### src/rtl/iterative_alu.sv
// Multi-cycle ALU: single-cycle logic/shift/add ops, radix-4 Booth multiply,
// non-restoring signed divide, start/busy/done handshake, HI/LO result pair.
module iterative_alu #(
    parameter int unsigned WIDTH = 32,
    parameter int unsigned SHW   = $clog2(WIDTH)
) (
    input  logic             clock,
    input  logic             clear,
    input  logic             start,
    input  logic [3:0]       op,
    input  logic [WIDTH-1:0] A,
    input  logic [WIDTH-1:0] B,
    output logic             busy,
    output logic             done,
    output logic [WIDTH-1:0] result_lo,
    output logic [WIDTH-1:0] result_hi,
    output logic             div_by_zero
);

    localparam int unsigned W  = WIDTH;
    localparam int unsigned AW = SHW + 1;
    localparam int unsigned CW = $clog2(WIDTH + 1);

    localparam logic [3:0] OP_AND  = 4'b0000;
    localparam logic [3:0] OP_OR   = 4'b0001;
    localparam logic [3:0] OP_NEG  = 4'b0010;
    localparam logic [3:0] OP_NOT  = 4'b0011;
    localparam logic [3:0] OP_SHR  = 4'b0100;
    localparam logic [3:0] OP_SHRA = 4'b0101;
    localparam logic [3:0] OP_SHL  = 4'b0110;
    localparam logic [3:0] OP_ROR  = 4'b0111;
    localparam logic [3:0] OP_ROL  = 4'b1000;
    localparam logic [3:0] OP_ADD  = 4'b1001;
    localparam logic [3:0] OP_SUB  = 4'b1010;
    localparam logic [3:0] OP_MUL  = 4'b1011;
    localparam logic [3:0] OP_DIV  = 4'b1100;

    typedef enum logic [2:0] {
        S_IDLE,
        S_MUL,
        S_DIV,
        S_DIV_FIX,
        S_FINISH
    } state_e;

    state_e         state;
    logic [CW-1:0]  count;
    logic [W+1:0]   mcand;
    logic [W+1:0]   mul_hi;
    logic [W-1:0]   mul_lo;
    logic           mul_x;
    logic [W+1:0]   div_r;
    logic [W-1:0]   div_q;
    logic [W-1:0]   div_d;
    logic           sign_a;
    logic           sign_q;
    logic [W-1:0]   pend_lo;
    logic [W-1:0]   pend_hi;
    logic           pend_dbz;

    logic [SHW-1:0] amt;
    logic [AW-1:0]  ramt;
    logic [W-1:0]   single_lo;
    logic [W-1:0]   single_hi;
    logic [W-1:0]   abs_a;
    logic [W-1:0]   abs_b;
    logic [W+1:0]   addend;
    logic [W+1:0]   mul_sum;
    logic [2*W+2:0] mul_sh;
    logic [W+1:0]   div_sh;
    logic [W+1:0]   div_step;
    logic [W-1:0]   rem_mag;

    // Single-cycle results (also the divide-by-zero response) from live operands
    always_comb begin
        amt       = B[SHW-1:0];
        ramt      = AW'(W) - AW'(amt);
        single_lo = '0;
        single_hi = '0;
        case (op)
            OP_AND:  single_lo = A & B;
            OP_OR:   single_lo = A | B;
            OP_NEG:  single_lo = -A;
            OP_NOT:  single_lo = ~A;
            OP_SHR:  single_lo = A >> amt;
            OP_SHRA: single_lo = $unsigned($signed(A) >>> amt);
            OP_SHL:  single_lo = A << amt;
            OP_ROR:  single_lo = (A >> amt) | (A << ramt);
            OP_ROL:  single_lo = (A << amt) | (A >> ramt);
            OP_ADD:  single_lo = A + B;
            OP_SUB:  single_lo = A - B;
            OP_DIV: begin
                single_lo = '1;
                single_hi = A;
            end
            default: ;
        endcase
    end

    // Operand magnitudes for the unsigned divide core
    always_comb begin
        abs_a = A[W-1] ? -A : A;
        abs_b = B[W-1] ? -B : B;
    end

    // Booth radix-4 step: recode bit pair, accumulate, arithmetic shift by 2
    always_comb begin
        addend = '0;
        case ({mul_lo[1:0], mul_x})
            3'b001, 3'b010: addend = mcand;
            3'b011:         addend = mcand << 1;
            3'b100:         addend = -(mcand << 1);
            3'b101, 3'b110: addend = -mcand;
            default:        addend = '0;
        endcase
        mul_sum = mul_hi + addend;
        mul_sh  = $unsigned($signed({mul_sum, mul_lo, mul_x}) >>> 2);
    end

    // Non-restoring step and final remainder correction
    always_comb begin
        div_sh   = {div_r[W:0], div_q[W-1]};
        div_step = div_r[W+1] ? (div_sh + {2'b00, div_d}) : (div_sh - {2'b00, div_d});
        rem_mag  = div_r[W+1] ? (div_r[W-1:0] + div_d) : div_r[W-1:0];
    end

    // Control FSM, datapath registers and registered outputs
    always_ff @(posedge clock or negedge clear) begin
        if (!clear) begin
            state       <= S_IDLE;
            count       <= '0;
            mcand       <= '0;
            mul_hi      <= '0;
            mul_lo      <= '0;
            mul_x       <= 1'b0;
            div_r       <= '0;
            div_q       <= '0;
            div_d       <= '0;
            sign_a      <= 1'b0;
            sign_q      <= 1'b0;
            pend_lo     <= '0;
            pend_hi     <= '0;
            pend_dbz    <= 1'b0;
            busy        <= 1'b0;
            done        <= 1'b0;
            result_lo   <= '0;
            result_hi   <= '0;
            div_by_zero <= 1'b0;
        end else begin
            done <= 1'b0;
            case (state)
                S_IDLE: begin
                    if (start) begin
                        div_by_zero <= 1'b0;
                        pend_dbz    <= 1'b0;
                        if (op == OP_MUL) begin
                            mcand  <= {{2{A[W-1]}}, A};
                            mul_hi <= '0;
                            mul_lo <= B;
                            mul_x  <= 1'b0;
                            count  <= CW'(W / 2);
                            busy   <= 1'b1;
                            state  <= S_MUL;
                        end else if ((op == OP_DIV) && (B != '0)) begin
                            div_r  <= '0;
                            div_q  <= abs_a;
                            div_d  <= abs_b;
                            sign_a <= A[W-1];
                            sign_q <= A[W-1] ^ B[W-1];
                            count  <= CW'(W);
                            busy   <= 1'b1;
                            state  <= S_DIV;
                        end else begin
                            pend_lo  <= single_lo;
                            pend_hi  <= single_hi;
                            pend_dbz <= (op == OP_DIV);
                            state    <= S_FINISH;
                        end
                    end
                end
                S_MUL: begin
                    mul_hi <= mul_sh[2*W+2:W+1];
                    mul_lo <= mul_sh[W:1];
                    mul_x  <= mul_sh[0];
                    count  <= count - CW'(1);
                    if (count == CW'(1)) begin
                        pend_hi <= mul_sh[2*W:W+1];
                        pend_lo <= mul_sh[W:1];
                        busy    <= 1'b0;
                        state   <= S_FINISH;
                    end
                end
                S_DIV: begin
                    div_r <= div_step;
                    div_q <= {div_q[W-2:0], ~div_step[W+1]};
                    count <= count - CW'(1);
                    if (count == CW'(1)) begin
                        state <= S_DIV_FIX;
                    end
                end
                S_DIV_FIX: begin
                    pend_lo <= sign_q ? -div_q : div_q;
                    pend_hi <= sign_a ? -rem_mag : rem_mag;
                    busy    <= 1'b0;
                    state   <= S_FINISH;
                end
                S_FINISH: begin
                    result_lo   <= pend_lo;
                    result_hi   <= pend_hi;
                    div_by_zero <= pend_dbz;
                    done        <= 1'b1;
                    state       <= S_IDLE;
                end
                default: state <= S_IDLE;
            endcase
        end
    end

endmodule

### config.mk
export PLATFORM = sky130hd
export DESIGN_NAME = iterative_alu
export DESIGN_NICKNAME = d
export VERILOG_FILES = /design/src/rtl/iterative_alu.sv
export SDC_FILE = /design/constraint.sdc
export NUM_CORES = 2
export LEC_CHECK = 0
export BUFFER_PORTS_ARGS = -buffer_cell sky130_fd_sc_hd__buf_2
export CORE_UTILIZATION = 58
export DETAILED_ROUTE_END_ITERATION = 7
export HOLD_SLACK_MARGIN = 0.08
export PLACE_DENSITY = 0.9
export SKIP_LAST_GASP = 1
export SYNTH_ARGS = -nofsm -noshare
export SYNTH_HDL_FRONTEND = slang
export SYNTH_SLANG_ARGS = --single-unit
### constraint.sdc
create_clock -name clock -period 5.1 [get_ports clock]
set_input_delay 0.765 -clock clock [delete_from_list [all_inputs] [get_ports clock]]
set_output_delay 0.765 -clock clock [all_outputs]
set_load 0.01 [all_outputs]
# After elaboration in Yosys (flattened, before gate mapping)

Index checks and enable logic that the tools add are counted.

Add/subtract/negate cells: 14
Equal/unequal tests: 31
Shift-type cells: 5
Mux-type cells: 56
Bitwise gates (word level): 8
Reductions and logical operators: 22

Operator list:

| cell                                  | number |
|---|---|
| two-way mux 32 bit                    | 19 |
| case mux 32 bit (12 select lines)     | 1 |
| two-way mux 34 bit                    | 6 |
| case mux 32 bit (3 select lines)      | 2 |
| case mux 34 bit (2 select lines)      | 2 |
| case mux 34 bit (4 select lines)      | 1 |
| negator 32 bit                        | 4 |
| case mux 32 bit (2 select lines)      | 2 |
| OR 32 bit                             | 3 |
| negator 34 bit                        | 2 |
| adder 32 bit                          | 2 |
| adder 34 x 32 -> 34 bit               | 1 |
| adder 34 bit                          | 1 |
| subtractor 34 x 32 -> 34 bit          | 1 |
| AND 32 bit                            | 1 |
| NOT 32 bit                            | 1 |
| nonzero test 32 bit                   | 1 |
| left shift 32 x 5 -> 32 bit           | 1 |
| left shift 32 x 6 -> 32 bit           | 1 |
| >> shifter 32 x 5 -> 32 bit           | 1 |
| >> shifter 32 x 6 -> 32 bit           | 1 |
| >>> shifter 32 x 5 -> 32 bit          | 1 |
| subtractor 32 bit                     | 1 |
| == test 4 bit (second input constant) | 5 |
| other kinds (30)                      | 75 |

Register bits: 340
Output and inout bits: 67
Logic and storage cells: 155

# Logic depth before layout (Yosys ltp)

Depth after elaboration: 8
Mapped depth: 26
Mapped depth without buffers: 23

# Least setup slack after synthesis

Ideal clock, no wire load.

Kind: input to register
From: in B[0]
To: reg pend_lo[31]
Data arrival time: 6074 ps
Required time: 5017 ps
Setup slack: -1057 ps
Cell stages on the path: 22
Path buffers: 7
Path through: clkbuf_1 buf_1 clkbuf_1 inv_1 clkbuf_1 ha_1 clkbuf_1 clkbuf_1 clkbuf_1 a21oi_1 ha_1 nor2b_1 o21ai_0 a21oi_1 o21ba_2 a2111oi_0 o31ai_1 a31o_2 a2111oi_0 o21ai_0 o31a_1 o22ai_1

Longest elaborated chain between the ends: 8
Elaborated cells on any way between the ends: 19

Ends and longest elaborated chain:

| element                                                                    | RTL line | source |
|---|---|---|
| from (decl)                                                                | 12       | `input logic [WIDTH-1:0] B,` |
| subtractor 6 x 5 -> 6 bit                                                  | 77       | `ramt = AW'(W) - AW'(amt);` |
| >> shifter 32 x 6 -> 32 bit or left shift 32 x 6 -> 32 bit (tied branches) | 89, 88   |  |
| OR 32 bit (on tied branches)                                               | 89, 88   |  |
| case mux 32 bit (12 select lines)                                          | 80       | `case (op)` |
| two-way mux 32 bit                                                         | 164      | `end else if ((op == OP_DIV) && (B != '0)) begin` |
| two-way mux 32 bit                                                         | 156      | `if (op == OP_MUL) begin` |
| two-way mux 32 bit                                                         | 153      | `if (start) begin` |
| case mux 32 bit (3 select lines)                                           | 151      | `case (state)` |
| to (signal assigned)                                                       | 174      | `pend_lo <= single_lo;` |
| to (signal assigned)                                                       | 188      | `pend_lo <= mul_sh[W:1];` |
| to (signal assigned)                                                       | 202      | `pend_lo <= sign_q ? -div_q : div_q;` |
| to (decl)                                                                  | 57       | `logic [W-1:0] pend_lo;` |

Parallel ways exist; a longest one is shown, timed or not. The select of a mux whose other input is x is not followed.
A chain may end at the register's enable or synchronous reset.

# Worst setup path after layout

From: in B[1]
To: reg pend_lo[29]

The elaborated chain is that of the path after synthesis.

==> metrics.log <==
INFO  metric cp_top_family = simple AND/OR/NAND/NOR gates
INFO  metric postRouteAntennaNets = 0
INFO  metric avgSynthCellArea = between 7 and 8 um2
INFO  metric synthesis.yosys.warnings = 0
INFO  metric worst_pin_slew = approximately 1.2 ns
INFO  metric clkSlewWorstSetupHoldPaths = approximately 0.060 ns
INFO  metric status = complete, but fails checks
INFO  metric h_tree_level_count = 2
INFO  metric finalWeightedCongestion = 1.18
INFO  metric finalWorstSetupSlack = -0.153 ns
INFO  metric die-height = 247 um
INFO  metric die_area = 0.0610 mm2
INFO  metric yosys.area_share.adder = roughly 5.7%
INFO  metric setup.worst_path.class = input port to flip-flop
INFO  metric ios = around 140
INFO  metric skew = ~0.017 ns
INFO  metric placed_cells_incl_taps = 5,566
INFO  metric area.growth.synth_to_final = 14.4%
INFO  metric postSynth.topFlopCell = sky130_fd_sc_hd__dfrtp_1
INFO  metric grt.overflow.total = 0
INFO  metric synth_xor_area_share = 8.35%
INFO  metric irDropWorstVdd = 0.418 mV
INFO  metric critical_path.cell_chain = buf_6 > or4_4 > or4_4 > nand2b_4 > or3_4 > or3_4 > or3_4 > or2_4 > or3_4 > nand2_2 > xor2_1 > ha_1 > nor2b_4 > a21oi_2 > o22ai_1 > a21oi_1 > o21ai_1 > a41oi_1 > o21ai_1 > a211oi_2 > o221ai_2 > a21oi_1 > o21ai_1
INFO  metric finalWirelength = approximately 180,000 um
INFO  metric synth_largest_type_area_fraction = between 20% and 30%
INFO  metric violations = DRC, setup timing
INFO  metric synthCells = roughly 4,600
INFO  metric worstSkewPairLatency = between 0.5 and 0.6 ns
INFO  metric largest_family_of_logic_cells_by_synthesized_area = compound AO/OA/AOI/OAI gates
INFO  metric crit_required = 5.51 ns
INFO  metric max-clock-path-buffers = 3
INFO  metric synth-compound-area-share = about a quarter
INFO  metric post-route-util = around two thirds
INFO  metric post_route_cells_drive_above_1_share = 17.7%
INFO  metric grt.total_usage = between 50 and 60%
INFO  metric timing.critical_path.buf_inv = 1
INFO  metric synth_edf_count = 0
INFO  metric initial_utilization = 58.8%
INFO  metric number_of_flip_flops_in_the_largest_register = 34
INFO  metric first_global_vias = about 38,000
INFO  metric floorplan.die.width = around 250 um
INFO  metric finish.net_count = 5,062
INFO  metric drv_slew = 0
INFO  metric drt_first_pass_iters = 8
INFO  metric timing.max_cap.violations = 0
INFO  metric instances_no_fill = between 5,000 and 6,000
INFO  metric std_cell_rows = 89
INFO  metric drt_first_iter_violations = slightly below 7,000
INFO  metric hold_violations = 0
INFO  metric clock-root-buffer = sky130_fd_sc_hd__clkbuf_16
INFO  metric rsz0062_at_grt = yes
INFO  metric hpwl = between 100,000 and 150,000 um
INFO  metric cts.sinks = 338
INFO  metric timing.final.setup_violations = 8
INFO  metric synth_cell_types = 92
INFO  metric antenna_found_initial = 36
INFO  metric synth.area.top_cells = sky130_fd_sc_hd__dfrtp_1 24%, sky130_fd_sc_hd__nand2_1 6.9%, sky130_fd_sc_hd__o21ai_0 5.7%, sky130_fd_sc_hd__nor2_1 5.6%, sky130_fd_sc_hd__ha_1 5.1%
INFO  metric largest_register = div_r
INFO  metric netlist_top_cells_count = 638 x sky130_fd_sc_hd__nand2_1, 522 x sky130_fd_sc_hd__nor2_1, 396 x sky130_fd_sc_hd__o21ai_0
INFO  metric slew_headroom = 21.5%
INFO  metric cp_slowest_cell = sky130_fd_sc_hd__or4_4
INFO  metric layout_min_cycle_time = 5.25 ns
INFO  metric route.vias.total = 41,400
INFO  metric tritoncts = built
INFO  metric critical_path_arrival = between 5 and 6 ns
INFO  metric syn_nets = around 5,000
INFO  metric avgViaCountPerCell = ~7.3
INFO  metric drt-wirelength-per-cell = between 30 and 40 um
INFO  metric power.static_leakage = between 0.015 and 0.02 uW
INFO  metric fp.coreArea = roughly 0.059 mm2
INFO  metric total_standard_cell_area_after_synthesis = ~0.035 mm2
INFO  metric synth_seq_area_share = between 20% and 30%
INFO  metric kind_of_capture_point_of_the_worst_setup_path = flip-flop
INFO  metric synth_simple_gate_area_share = 20.8%
INFO  metric maximum_operating_frequency = about 190 MHz
INFO  metric layout_worst_path_cycle_share = 103%
INFO  metric critical_path.max_stage_delay = ~0.59 ns
INFO  metric cp-start-kind = input port
INFO  metric synth.area.mux_share = about a tenth
INFO  metric ffs_latches_synth = about 340
INFO  metric drc_errors = 130
INFO  metric critical-path-top-cell-by-count = sky130_fd_sc_hd__or3_4
INFO  metric worstHoldPathType = input port to async pin
INFO  metric ys_async_sr_fraction = 100%
INFO  metric most_frequent_cell_after_synthesis = sky130_fd_sc_hd__nand2_1
INFO  metric tritoncts.num_buffers = 35
INFO  metric grt_max_degree = around 130
INFO  metric peak_fanout_along_the_critical_path = 2
INFO  metric place.port_buffers = around 140
INFO  metric cellPowerDensity = 666 mW/mm2
INFO  metric grt_pass1_wl = ~260,000 um
INFO  metric cts_hold_buffers = 0
INFO  metric post-synth-top-area-cell = sky130_fd_sc_hd__dfrtp_1
## layout make-up
type | instances | area, um2
Antenna cell | 26 | 65.1
Sequential cell | 338 | 8460
Clock buffer | 41 | 938
Inverter | 80 | 300
Fill cell | 4892 | 19300
Multi-Input combinational cell | 3869 | 25000
Timing Repair Buffer | 520 | 3740
Clock inverter | 20 | 283
Tap cell | 773 | 967
## per-layer routing
layer | up-vias | track usage (%) | wire, um
li1 | 17300 | - | -
met1 | 19200 | 65.0 | 58700
met2 | 3646 | 81.0 | 71500
met3 | 1193 | 26.9 | 25900
met4 | 18 | 52.0 | 20500
met5 | - | 1.55 | 192
## power breakdown
part | leakage [uW] | internal (uW) | switching [uW] | total, uW
clock network | 0.000589 | 1630 | 1170 | 2800
logic | 0.0127 | 7080 | 10800 | 17900
registers | 0.00413 | 3990 | 1770 | 5760
## path summary, 6_finish.rpt
path | startpoint | endpoint | slack (ns) | cells past startpoint
max | B[1] | pend_lo[29]$_DFFE_PN0P_ | -0.15 | 23
min in group clock | pend_lo[5]$_DFFE_PN0P_ | pend_lo[5]$_DFFE_PN0P_ | 0.48 | 2
max in group asynchronous | clear | result_lo[18]$_DFFE_PN0P_ | 3.62 | 2
max reg2reg | mcand[6]$_DFFE_PN0P_ | pend_hi[31]$_DFFE_PN0P_ | -0.09 | 21
min | clear | div_d[21]$_DFFE_PN0P_ | 0.25 | 1
min reg2reg | pend_lo[5]$_DFFE_PN0P_ | pend_lo[5]$_DFFE_PN0P_ | 0.48 | 2
## logic make-up (layout without fill, tap and decap cells)
family | count (synthesis) | count (layout)
flip-flops | 338 | 338
AND/OR/NAND/NOR | 1633 | 1633
other | 0 | 26
AO/OA/AOI/OAI | 1455 | 1455
XOR/XNOR | 331 | 331
multiplexers | 291 | 291
buffers and inverters | 435 | 661
adder cells (fa/ha/maj) | 159 | 159
## timing repair
action	4_1_cts	5_1_grt
pin swaps	5	22
cloned	0	0
buffers inserted	3	10
resized for setup	13	46
setup endpoints to repair	8	24
## placed cells by master (no fill, tap or decap), types with 57 or more instances in the layout
cell type	Yosys	layout
sky130_fd_sc_hd__a31oi_1	100	98
sky130_fd_sc_hd__o22ai_1	61	61
sky130_fd_sc_hd__ha_1	143	142
sky130_fd_sc_hd__nor2_1	522	518
sky130_fd_sc_hd__xor2_1	176	175
sky130_fd_sc_hd__a211oi_1	67	66
sky130_fd_sc_hd__nand2_1	638	637
sky130_fd_sc_hd__mux2i_1	125	125
sky130_fd_sc_hd__nand3_1	67	66
sky130_fd_sc_hd__a21oi_1	332	327
sky130_fd_sc_hd__o211ai_1	57	57
sky130_fd_sc_hd__nor3_1	110	103
sky130_fd_sc_hd__inv_1	70	70
sky130_fd_sc_hd__a21o_1	80	80
sky130_fd_sc_hd__buf_4	0	367
sky130_fd_sc_hd__o21ai_0	396	385
sky130_fd_sc_hd__mux2_2	154	153
sky130_fd_sc_hd__xnor2_1	154	150
sky130_fd_sc_hd__dfrtp_1	338	336
sky130_fd_sc_hd__buf_2	24	133
## per-stage QoR
| step | total power [uW] | hold slack, ns | cell area (um2) | setup TNS [ns] | setup WS [ns] |
|---|---|---|---|---|---|
| final | 26500 | 0.249 | 39800 | -0.413 | -0.153 |
| after global routing | 28000 | 0.325 | 39700 | -2.16 | -0.418 |
| after CTS | 25300 | 0.280 | 39400 | -0.263 | -0.143 |
| after detailed placement | 22300 | 0.466 | 38100 | -4.01 | -0.760 |
| after global placement | 21700 | 0.458 | 38100 | -3.13 | -0.609 |
| after floorplan | 17100 | 0.444 | 34900 | -1.24 | -0.476 |
## worst register-to-register path, stage by stage, from the launching register on
cell                        delay [ns]
sky130_fd_sc_hd__dfrtp_1          0.39
sky130_fd_sc_hd__or3_4            0.39
sky130_fd_sc_hd__or4b_4           0.55
sky130_fd_sc_hd__nor3_2           0.21
sky130_fd_sc_hd__nand2b_1         0.12
sky130_fd_sc_hd__or4_1            0.49
sky130_fd_sc_hd__nand2_1          0.12
sky130_fd_sc_hd__xor2_1           0.20
sky130_fd_sc_hd__a2bb2oi_1        0.19
sky130_fd_sc_hd__o221ai_1         0.18
sky130_fd_sc_hd__ha_1             0.36
sky130_fd_sc_hd__and2_1           0.20
sky130_fd_sc_hd__and3_1           0.20
sky130_fd_sc_hd__nand2_1          0.11
sky130_fd_sc_hd__nor3b_1          0.06
sky130_fd_sc_hd__a31oi_1          0.14
sky130_fd_sc_hd__nand3_1          0.12
sky130_fd_sc_hd__o22ai_1          0.24
sky130_fd_sc_hd__xnor2_1          0.16
sky130_fd_sc_hd__nor2_1           0.08
sky130_fd_sc_hd__a211oi_1         0.37
sky130_fd_sc_hd__o22ai_1          0.16
No activity file was read; power rests on OpenSTA's default activity.
